$ cat config.mk
export PLATFORM = sky130hd
export DESIGN_NAME = sysex_param_parser
export DESIGN_NICKNAME = d
export VERILOG_FILES = /design/src/rtl/sysex_param_parser_pkg.sv /design/src/rtl/sysex_param_parser.sv
export SDC_FILE = /design/constraint.sdc
export NUM_CORES = 1
export LEC_CHECK = 0
export ABC_AREA = 0
export BUFFER_PORTS_ARGS = -buffer_cell sky130_fd_sc_hd__buf_2
export CAP_MARGIN = 25
export CORE_MARGIN = 1
export CORE_UTILIZATION = 62
export CTS_BUF_LIST = sky130_fd_sc_hd__clkbuf_4 sky130_fd_sc_hd__clkbuf_8
export DETAILED_ROUTE_END_ITERATION = 12
export PLACE_DENSITY = 0.95
export SYNTH_ARGS = -nofsm -noshare
export SYNTH_HDL_FRONTEND = slang
export SYNTH_SLANG_ARGS = --single-unit
$ cat constraint.sdc
create_clock -name CLOCK_25 -period 5.3 [get_ports CLOCK_25]
set_clock_uncertainty 0.2 [all_clocks]
set_input_delay 0.795 -clock CLOCK_25 [delete_from_list [all_inputs] [get_ports CLOCK_25]]
set_output_delay 0.795 -clock CLOCK_25 [all_outputs]
set_load 0.01 [all_outputs]
$ cat src/rtl/sysex_param_parser_pkg.sv
`default_nettype none
// ============================================================================
// sysex_param_parser_pkg : MIDI constants, bank codes, parser state enum
// Revision 1.0
// ============================================================================
package sysex_param_parser_pkg;

    localparam logic [7:0] SYX_START     = 8'hF0;
    localparam logic [7:0] SYX_END       = 8'hF7;
    localparam logic [7:0] RT_MIN        = 8'hF8;
    localparam logic [6:0] MFR_ID        = 7'h7D;
    localparam logic [6:0] CMD_PARAM     = 7'h01;
    localparam logic [6:0] DEV_BROADCAST = 7'h7F;

    localparam logic [2:0] BANK_ENV = 3'd0;
    localparam logic [2:0] BANK_OSC = 3'd1;
    localparam logic [2:0] BANK_M1  = 3'd2;
    localparam logic [2:0] BANK_M2  = 3'd3;
    localparam logic [2:0] BANK_COM = 3'd5;

    typedef enum logic [3:0] {
        S_IDLE,
        S_MFR,
        S_DEV,
        S_CMD,
        S_BANK,
        S_ADR,
        S_DHI,
        S_DLO,
        S_EMIT,
        S_IGNORE
    } parse_state_t;

    function automatic logic bank_valid(input logic [6:0] value);
        return (value == {4'd0, BANK_ENV}) || (value == {4'd0, BANK_OSC}) ||
               (value == {4'd0, BANK_M1})  || (value == {4'd0, BANK_M2})  ||
               (value == {4'd0, BANK_COM});
    endfunction

endpackage
`default_nettype wire

$ cat src/rtl/sysex_param_parser.sv
`default_nettype none
// ============================================================================
// sysex_param_parser : SysEx frame parser emitting synth parameter writes
// Revision 1.0
// ============================================================================
module sysex_param_parser
    import sysex_param_parser_pkg::*;
#(
    parameter logic [6:0] DEV_ID   = 7'h00,
    parameter int         DR_WIDTH = 1,
    parameter int         HOLD     = 8
) (
    input  logic       CLOCK_25,
    input  logic       iRST_N,
    input  logic [7:0] byte_in,
    input  logic       byte_valid,
    output logic       byte_ready,
    output logic [2:0] bank_adr,
    output logic [6:0] param_adr,
    output logic [7:0] param_data,
    output logic       data_ready,
    output logic       frame_done,
    output logic       frame_err
);

    localparam logic [3:0] HOLD_LOAD = 4'(HOLD - 1);
    localparam logic [3:0] DR_OFF    = 4'(HOLD - DR_WIDTH);

    parse_state_t state, state_nxt;
    logic [3:0]   hold_cnt, hold_nxt;
    logic [2:0]   bank_stage, bank_stage_nxt;
    logic [6:0]   adr_stage, adr_stage_nxt;
    logic         dhi_stage, dhi_stage_nxt;
    logic [2:0]   bank_adr_nxt;
    logic [6:0]   param_adr_nxt;
    logic [7:0]   param_data_nxt;
    logic         data_ready_nxt, frame_done_nxt, frame_err_nxt;
    logic         xfer;

    assign byte_ready = (state != S_EMIT);
    assign xfer       = byte_valid & byte_ready;

    always_ff @(posedge CLOCK_25 or negedge iRST_N) begin
        if (!iRST_N) begin
            state      <= S_IDLE;
            hold_cnt   <= 4'd0;
            bank_stage <= 3'd0;
            adr_stage  <= 7'd0;
            dhi_stage  <= 1'b0;
            bank_adr   <= 3'd0;
            param_adr  <= 7'd0;
            param_data <= 8'd0;
            data_ready <= 1'b0;
            frame_done <= 1'b0;
            frame_err  <= 1'b0;
        end else begin
            state      <= state_nxt;
            hold_cnt   <= hold_nxt;
            bank_stage <= bank_stage_nxt;
            adr_stage  <= adr_stage_nxt;
            dhi_stage  <= dhi_stage_nxt;
            bank_adr   <= bank_adr_nxt;
            param_adr  <= param_adr_nxt;
            param_data <= param_data_nxt;
            data_ready <= data_ready_nxt;
            frame_done <= frame_done_nxt;
            frame_err  <= frame_err_nxt;
        end
    end

    always_comb begin
        state_nxt      = state;
        hold_nxt       = hold_cnt;
        bank_stage_nxt = bank_stage;
        adr_stage_nxt  = adr_stage;
        dhi_stage_nxt  = dhi_stage;
        bank_adr_nxt   = bank_adr;
        param_adr_nxt  = param_adr;
        param_data_nxt = param_data;
        data_ready_nxt = 1'b0;
        frame_done_nxt = 1'b0;
        frame_err_nxt  = 1'b0;

        if (state == S_EMIT) begin
            // data_ready trails the hold count so both end from one counter
            data_ready_nxt = (hold_cnt > DR_OFF);
            if (hold_cnt == 4'd0) begin
                state_nxt = S_ADR;
            end else begin
                hold_nxt = hold_cnt - 4'd1;
            end
        end else if (xfer) begin
            if (byte_in >= RT_MIN) begin
                state_nxt = state;
            end else if (byte_in == SYX_START) begin
                state_nxt     = S_MFR;
                frame_err_nxt = (state != S_IDLE) && (state != S_IGNORE);
            end else if (byte_in == SYX_END) begin
                state_nxt      = S_IDLE;
                frame_done_nxt = (state == S_ADR);
                frame_err_nxt  = (state != S_IDLE) && (state != S_IGNORE) &&
                                 (state != S_ADR);
            end else if (byte_in[7]) begin
                if ((state != S_IDLE) && (state != S_IGNORE)) begin
                    state_nxt     = S_IDLE;
                    frame_err_nxt = 1'b1;
                end
            end else begin
                case (state)
                    S_MFR:  state_nxt = (byte_in[6:0] == MFR_ID) ? S_DEV : S_IGNORE;
                    S_DEV:  state_nxt = ((byte_in[6:0] == DEV_ID) ||
                                         (byte_in[6:0] == DEV_BROADCAST)) ? S_CMD : S_IGNORE;
                    S_CMD:  state_nxt = (byte_in[6:0] == CMD_PARAM) ? S_BANK : S_IGNORE;
                    S_BANK: begin
                        if (bank_valid(byte_in[6:0])) begin
                            bank_stage_nxt = byte_in[2:0];
                            state_nxt      = S_ADR;
                        end else begin
                            state_nxt = S_IGNORE;
                        end
                    end
                    S_ADR: begin
                        adr_stage_nxt = byte_in[6:0];
                        state_nxt     = S_DHI;
                    end
                    S_DHI: begin
                        dhi_stage_nxt = byte_in[0];
                        state_nxt     = S_DLO;
                    end
                    S_DLO: begin
                        // outputs move together so the decoder never sees a mixed record
                        bank_adr_nxt   = bank_stage;
                        param_adr_nxt  = adr_stage;
                        param_data_nxt = {dhi_stage, byte_in[6:0]};
                        data_ready_nxt = 1'b1;
                        hold_nxt       = HOLD_LOAD;
                        state_nxt      = S_EMIT;
                    end
                    default: state_nxt = state;
                endcase
            end
        end
    end

endmodule
`default_nettype wire

After elaboration in Yosys (flattened, before gate mapping)
Cells that the tools add are included.
- register bits: 40
- latch bits: 0
- RAM bits: 0
- bits in read-only memories: 0
- input bits: 11
- output and inout bits: 22
- logic and storage cells: 105
- memories kept: 0
- $add $sub $neg: 1
- multipliers: 0
- divide/modulo/power cells: 0
- $lt $le $gt $ge: 2
- eq/ne operators: 26
- shift operators: 0
- multiplexer cells: 40
- bitwise operators: 6
- reduce and logical (&&, ||, !) cells: 19
- operator list (operator ; count):
    4-bit two-way mux ; 20
    4-bit one-hot mux with 7 select lines ; 1
    7-bit AND reduction ; 4
    1-bit two-way mux ; 19
    4-bit by 3-bit equality test with 1-bit output, second input constant ; 4
    8-bit equality test, second input constant ; 2
    7-bit by 2-bit equality test with 1-bit output, second input constant ; 2
    7-bit equality test, second input constant ; 2
    11-bit nonzero test ; 1
    4-bit by 2-bit equality test with 1-bit output, second input constant ; 2
    8-bit >= comparator, second input constant ; 1
    2-bit inequality test, second input constant ; 4
    4-bit inequality test, second input constant ; 2
    8-bit AND reduction ; 1
    7-bit by 1-bit equality test with 1-bit output, second input constant ; 1
    7-bit by 3-bit equality test with 1-bit output, second input constant ; 1
    7-bit logical NOT ; 1
    1-bit logical OR ; 5
    5-bit by 1-bit inequality test with 1-bit output, second input constant ; 1
    1-bit inverter ; 5
    5-bit AND reduction ; 1
    4-bit by 1-bit equality test with 1-bit output, second input constant ; 1
    4-bit equality test, second input constant ; 1
    4-bit by 3-bit > comparator with 1-bit output, second input constant ; 1
    8 further kinds ; 11

Logic depth before layout (Yosys ltp)
- word-level depth: 13
- mapped depth: 8

Worst setup path before layout
OpenSTA, ideal clock, no wires.
- path kind: input-to-reg
- from: input port byte_in[3]
- to: register bank_stage[0]
- library setup time: 125 ps
- arrival: 2056 ps
- path slack: 2919 ps
- stages on the path: 4
- cells stage by stage: or4_4 > a21oi_1 > and3_1 > mux2_2
- word-level cells in the longest chain between the ends: 6
- elaborated cells between the ends (all ways): 16
- those cells by class: order compare: 1; eq/ne: 6; bitwise: 3; reduce/logical: 6
- RTL lines (item ; RTL line ; source):
    start, declared ; sysex_param_parser.sv:15 ; input logic [7:0] byte_in,
    branches (longest 5 deep; another with 8-bit >= comparator) ; -- ;
    8-bit AND reduction (no source line) (*) ; -- ;
    end signal, assigned ; sysex_param_parser.sv:59 ; bank_stage <= bank_stage_nxt;
    end, declared ; sysex_param_parser.sv:31 ; logic [2:0] bank_stage, bank_stage_nxt;
Mark *: on every way between the ends.
A chain may end at the register's enable or synchronous reset.

Worst setup path in the final report
- from: register state[1]
- to: output port byte_ready
- word-level cells in the longest chain between the ends: 1
- RTL lines (item ; RTL line ; source):
    start, declared ; sysex_param_parser.sv:29 ; parse_state_t state, state_nxt;
    start signal, assigned ; sysex_param_parser.sv:57 ; state <= state_nxt;
    4-bit inequality test ; sysex_param_parser.sv:40 ; assign byte_ready = (state != S_EMIT);
    end, declared ; sysex_param_parser.sv:17 ; output logic byte_ready,
No other way between the ends.

==> results by group <==
Drt
  – Drt total wl: 3900 um
  – DR vias/cell: 6.32
  – Final ANT Viol Nets: 0
  – DRC violations left: 1
  – Initial DRC Count: 150
  – DR vias: between 1000 and 1500
  – WL/cell: 17.2 um
  – DRT Pass-1 Iters: 8

Pwr
  – Leak pwr: 1.09 nW
  – Worst vdd ir: 219 uV
  – P per Cell Area: approximately 380 mW/mm^2

Timing
  – Minimum clock period: 2660 ps
  – Final worst-path cycle share: 50.2%
  – RSZ-0062 raised after global routing: false
  – Setup TNS: 0 ps
  – Hold slack: 317 ps
  – Fin. max-slew vios: 0
  – Final Hold Viols: 0
  – Relative slew margins: 38.1%
  – Final Setup Violations: 0
  – Achievable frequency: 376 MHz
  – Worst slew pin tran: 929 ps

Setup path
  – Reg2reg end: param_adr[0]
  – FF-to-FF path depth: 4
  – Crit path launch type: flop
  – Req. time, crit path: approximately 4300 ps
  – Critical-path maximum fanout: 14
  – Worst EP arrival: 1660 ps
  – WS Path Type: flop to output port
  – RR Startpoint: state[2]
  – R2r setup slk: 2660 ps
  – Critical Path Sink Type: output port

Cells and area
  – Reg area: 0.00100 sq mm
  – Nets: 208
  – Fraction of layout cells with a size suffix above 1: between 30% and 40%
  – Diodes inserted: 0
  – Area of the multi-input gates: about 860 sq um
  – Fill count: 190
  – Area grow syn2layout: 11.3%

Synth
  – Syn nets: 176
  – Top cell type's share of synthesized area: between 50 and 60%
  – Mapped Cells: 164
  – Synth Register Bits: 40
  – Yosys Warn Count: 0
  – Mapped Avg Cell Area: 11.7 sq um
  – Register area share after synthesis: 52.2%
  – Post-Syn Area: 0.00192 sq mm
  – Ranking of synthesized cells by area: dfrtp_1 (52%), mux2_2 (16%), nand2_1 (2.2%)
  – Yosys top cell by area: dfrtp_1
  – Synth unique cells: 38

Global routing
  – Initial antenna violation count: 0
  – Global-route wire length before repair: about 6300 um
  – Tot GR Track Use: 25.5%
  – Largest net degree at the start of global routing: 41
  – Global route overflow: 0
  – Vias in the first global route: 1378

Floorplan
  – Die Wd: 57.6 um
  – Starting Density: 67.2%
  – CORE AREA: 0.00285 sq mm
  – Row count: 19
  – DIE AREA: 0.00332 sq mm
  – I/O pin cnt: 33
  – Die height: 57.6 um

Clock tree
  – Total CTS buffers: 5
  – Reg clk slew, reported paths: 120 ps
  – CTS Buffer Depth: 2
  – Clock sinks: 40
  – Post-cts resize count: 0
  – Clock latency at the later pin of the worst-skew pair: roughly 350 ps
  – Cts hold-fix bufs: 0
  – Postcts setup bufs: 0
  – CTS tree: yes
  – Root buf cell: clkbuf_4
  – H-Tree Level Count: 2

Placement
  – GPL Wtd Cong: roughly 0.9
  – PortBufs: 32
  – HPWL after DPL: 2740 um

Status
  – Failing checks: DRC
  – Outcome: finished, violations left

Hold path
  – Sink of the worst hold path: adr_stage[4]
  – Hold-critical path depth: 1
  – HP Start: adr_stage[4]
  – Worst min-delay path class: flop to flop

Run
  – Max-cap violation count: 0
-- Yosys cell counts --
cell,number
nand3_1,2
and3_1,5
a31oi_1,2
nand2_1,11
clkbuf_1,2
nand4_1,2
nor3_1,7
nor4_1,3
dfrtp_1,40
a21o_1,2
nor3b_1,2
a21oi_1,7
nor2b_1,3
inv_2,1
o21ai_2,2
xor2_1,3
o32ai_4,1
a22oi_1,1
a32o_1,1
a211oi_2,1
nor4b_4,1
inv_1,5
buf_2,5
a31o_2,1
o21bai_1,1
or4_4,2
or4b_1,1
nor2_1,8
nand2b_1,4
or3_1,1
mux2_2,27
o211ai_1,1
o21ai_0,4
o211a_1,1
a2111oi_0,1
ha_1,1
mux2i_1,1
nand3b_1,1
-- power breakdown --
| group | switching (mW) | internal (mW) |
|---|---|---|
| combinational | 0.131 | 0.110 |
| clock | 0.0994 | 0.0484 |
| sequential | 0.0673 | 0.360 |
-- stage by stage --
step	worst slack (ps)	instance area [sq um]	utilization [%]	power (mW)	instances
global placement	2540	2080	73.0	0.647	220
CTS	2650	2130	74.8	0.813	227
floorplan	2920	1920	-	0.598	164
global route	2510	2130	74.8	0.856	227
finish	2640	2130	74.8	0.816	227
detailed placement	2490	2080	73.0	0.667	220
-- critical path: stages, from the launching register on --
cell and delay (ps):
dfrtp_1 580, nor4b_4 450, inv_2 120, buf_2 160
-- how the worst max path moves through the flow --
stage,startpoint,cells after the start,to,slack (ps)
5_1_grt,state[2],4,param_data[2],2510
6_report,state[1],3,byte_ready,2640
2_1_floorplan,byte_in[3],4,bank_stage[0],2920
3_3_place_gp,byte_in[7],5,param_data[0],2540
4_1_cts,state[1],3,byte_ready,2650
3_5_place_dp,byte_in[7],5,param_adr[0],2490
-- placed cells by master, fill, tap and decap left out, types with 2 or more instances in the layout --
| cell | count |
|---|---|
| mux2_2 | 27 |
| nand2_1 | 11 |
| o21ai_2 | 2 |
| nand2b_1 | 4 |
| a21o_1 | 2 |
| a21oi_1 | 7 |
| inv_1 | 5 |
| nor2b_1 | 3 |
| buf_2 | 32 |
| or4_4 | 2 |
| nand4_1 | 2 |
| nand3_1 | 2 |
| nor2_1 | 8 |
| clkbuf_4 | 5 |
| nor3_1 | 7 |
| a31oi_1 | 2 |
| nor3b_1 | 2 |
| o21ai_0 | 4 |
| and3_1 | 5 |
| xor2_1 | 3 |
| dfrtp_1 | 40 |
| nor4_1 | 3 |
-- per-layer routing --
metal	vias up	routed length (um)	track usage [%]
li1	653	-	-
met1	700	1620	33.6
met5	-	0	0
met2	71	1920	40.4
met3	11	268	4.99
met4	0	87	12.9
-- area by class of cell --
type	instances	share of cell area, %
well taps	31	1.82
inverters	6	1.06
repair buffers	32	7.51
flip-flops and latches	40	46.9
clock inverters	2	0.587
clock buffers	5	1.76
multi-input cells	111	40.4
-- logic make-up after synthesis --
kind of cell,after synthesis,share of synthesized area (%)
AOI/OAI and AO/OA,26,10.4
xor gates and xnor gates,3,1.37
adders and majority gates,1,0.653
buffers and inverters,13,2.87
DFF,40,52.2
muxes,28,16.4
and+or+nand+nor,53,16.1
-- state kept, by name (all words and copies together), names as in the netlist --
name        flops
param_adr       7
state           4
bank_stage      3
param_data      8
frame_err       1
data_ready      1
dhi_stage       1
adr_stage       7
hold_cnt        4
frame_done      1
bank_adr        3
Note: power is estimated with default switching activity, not from simulation.
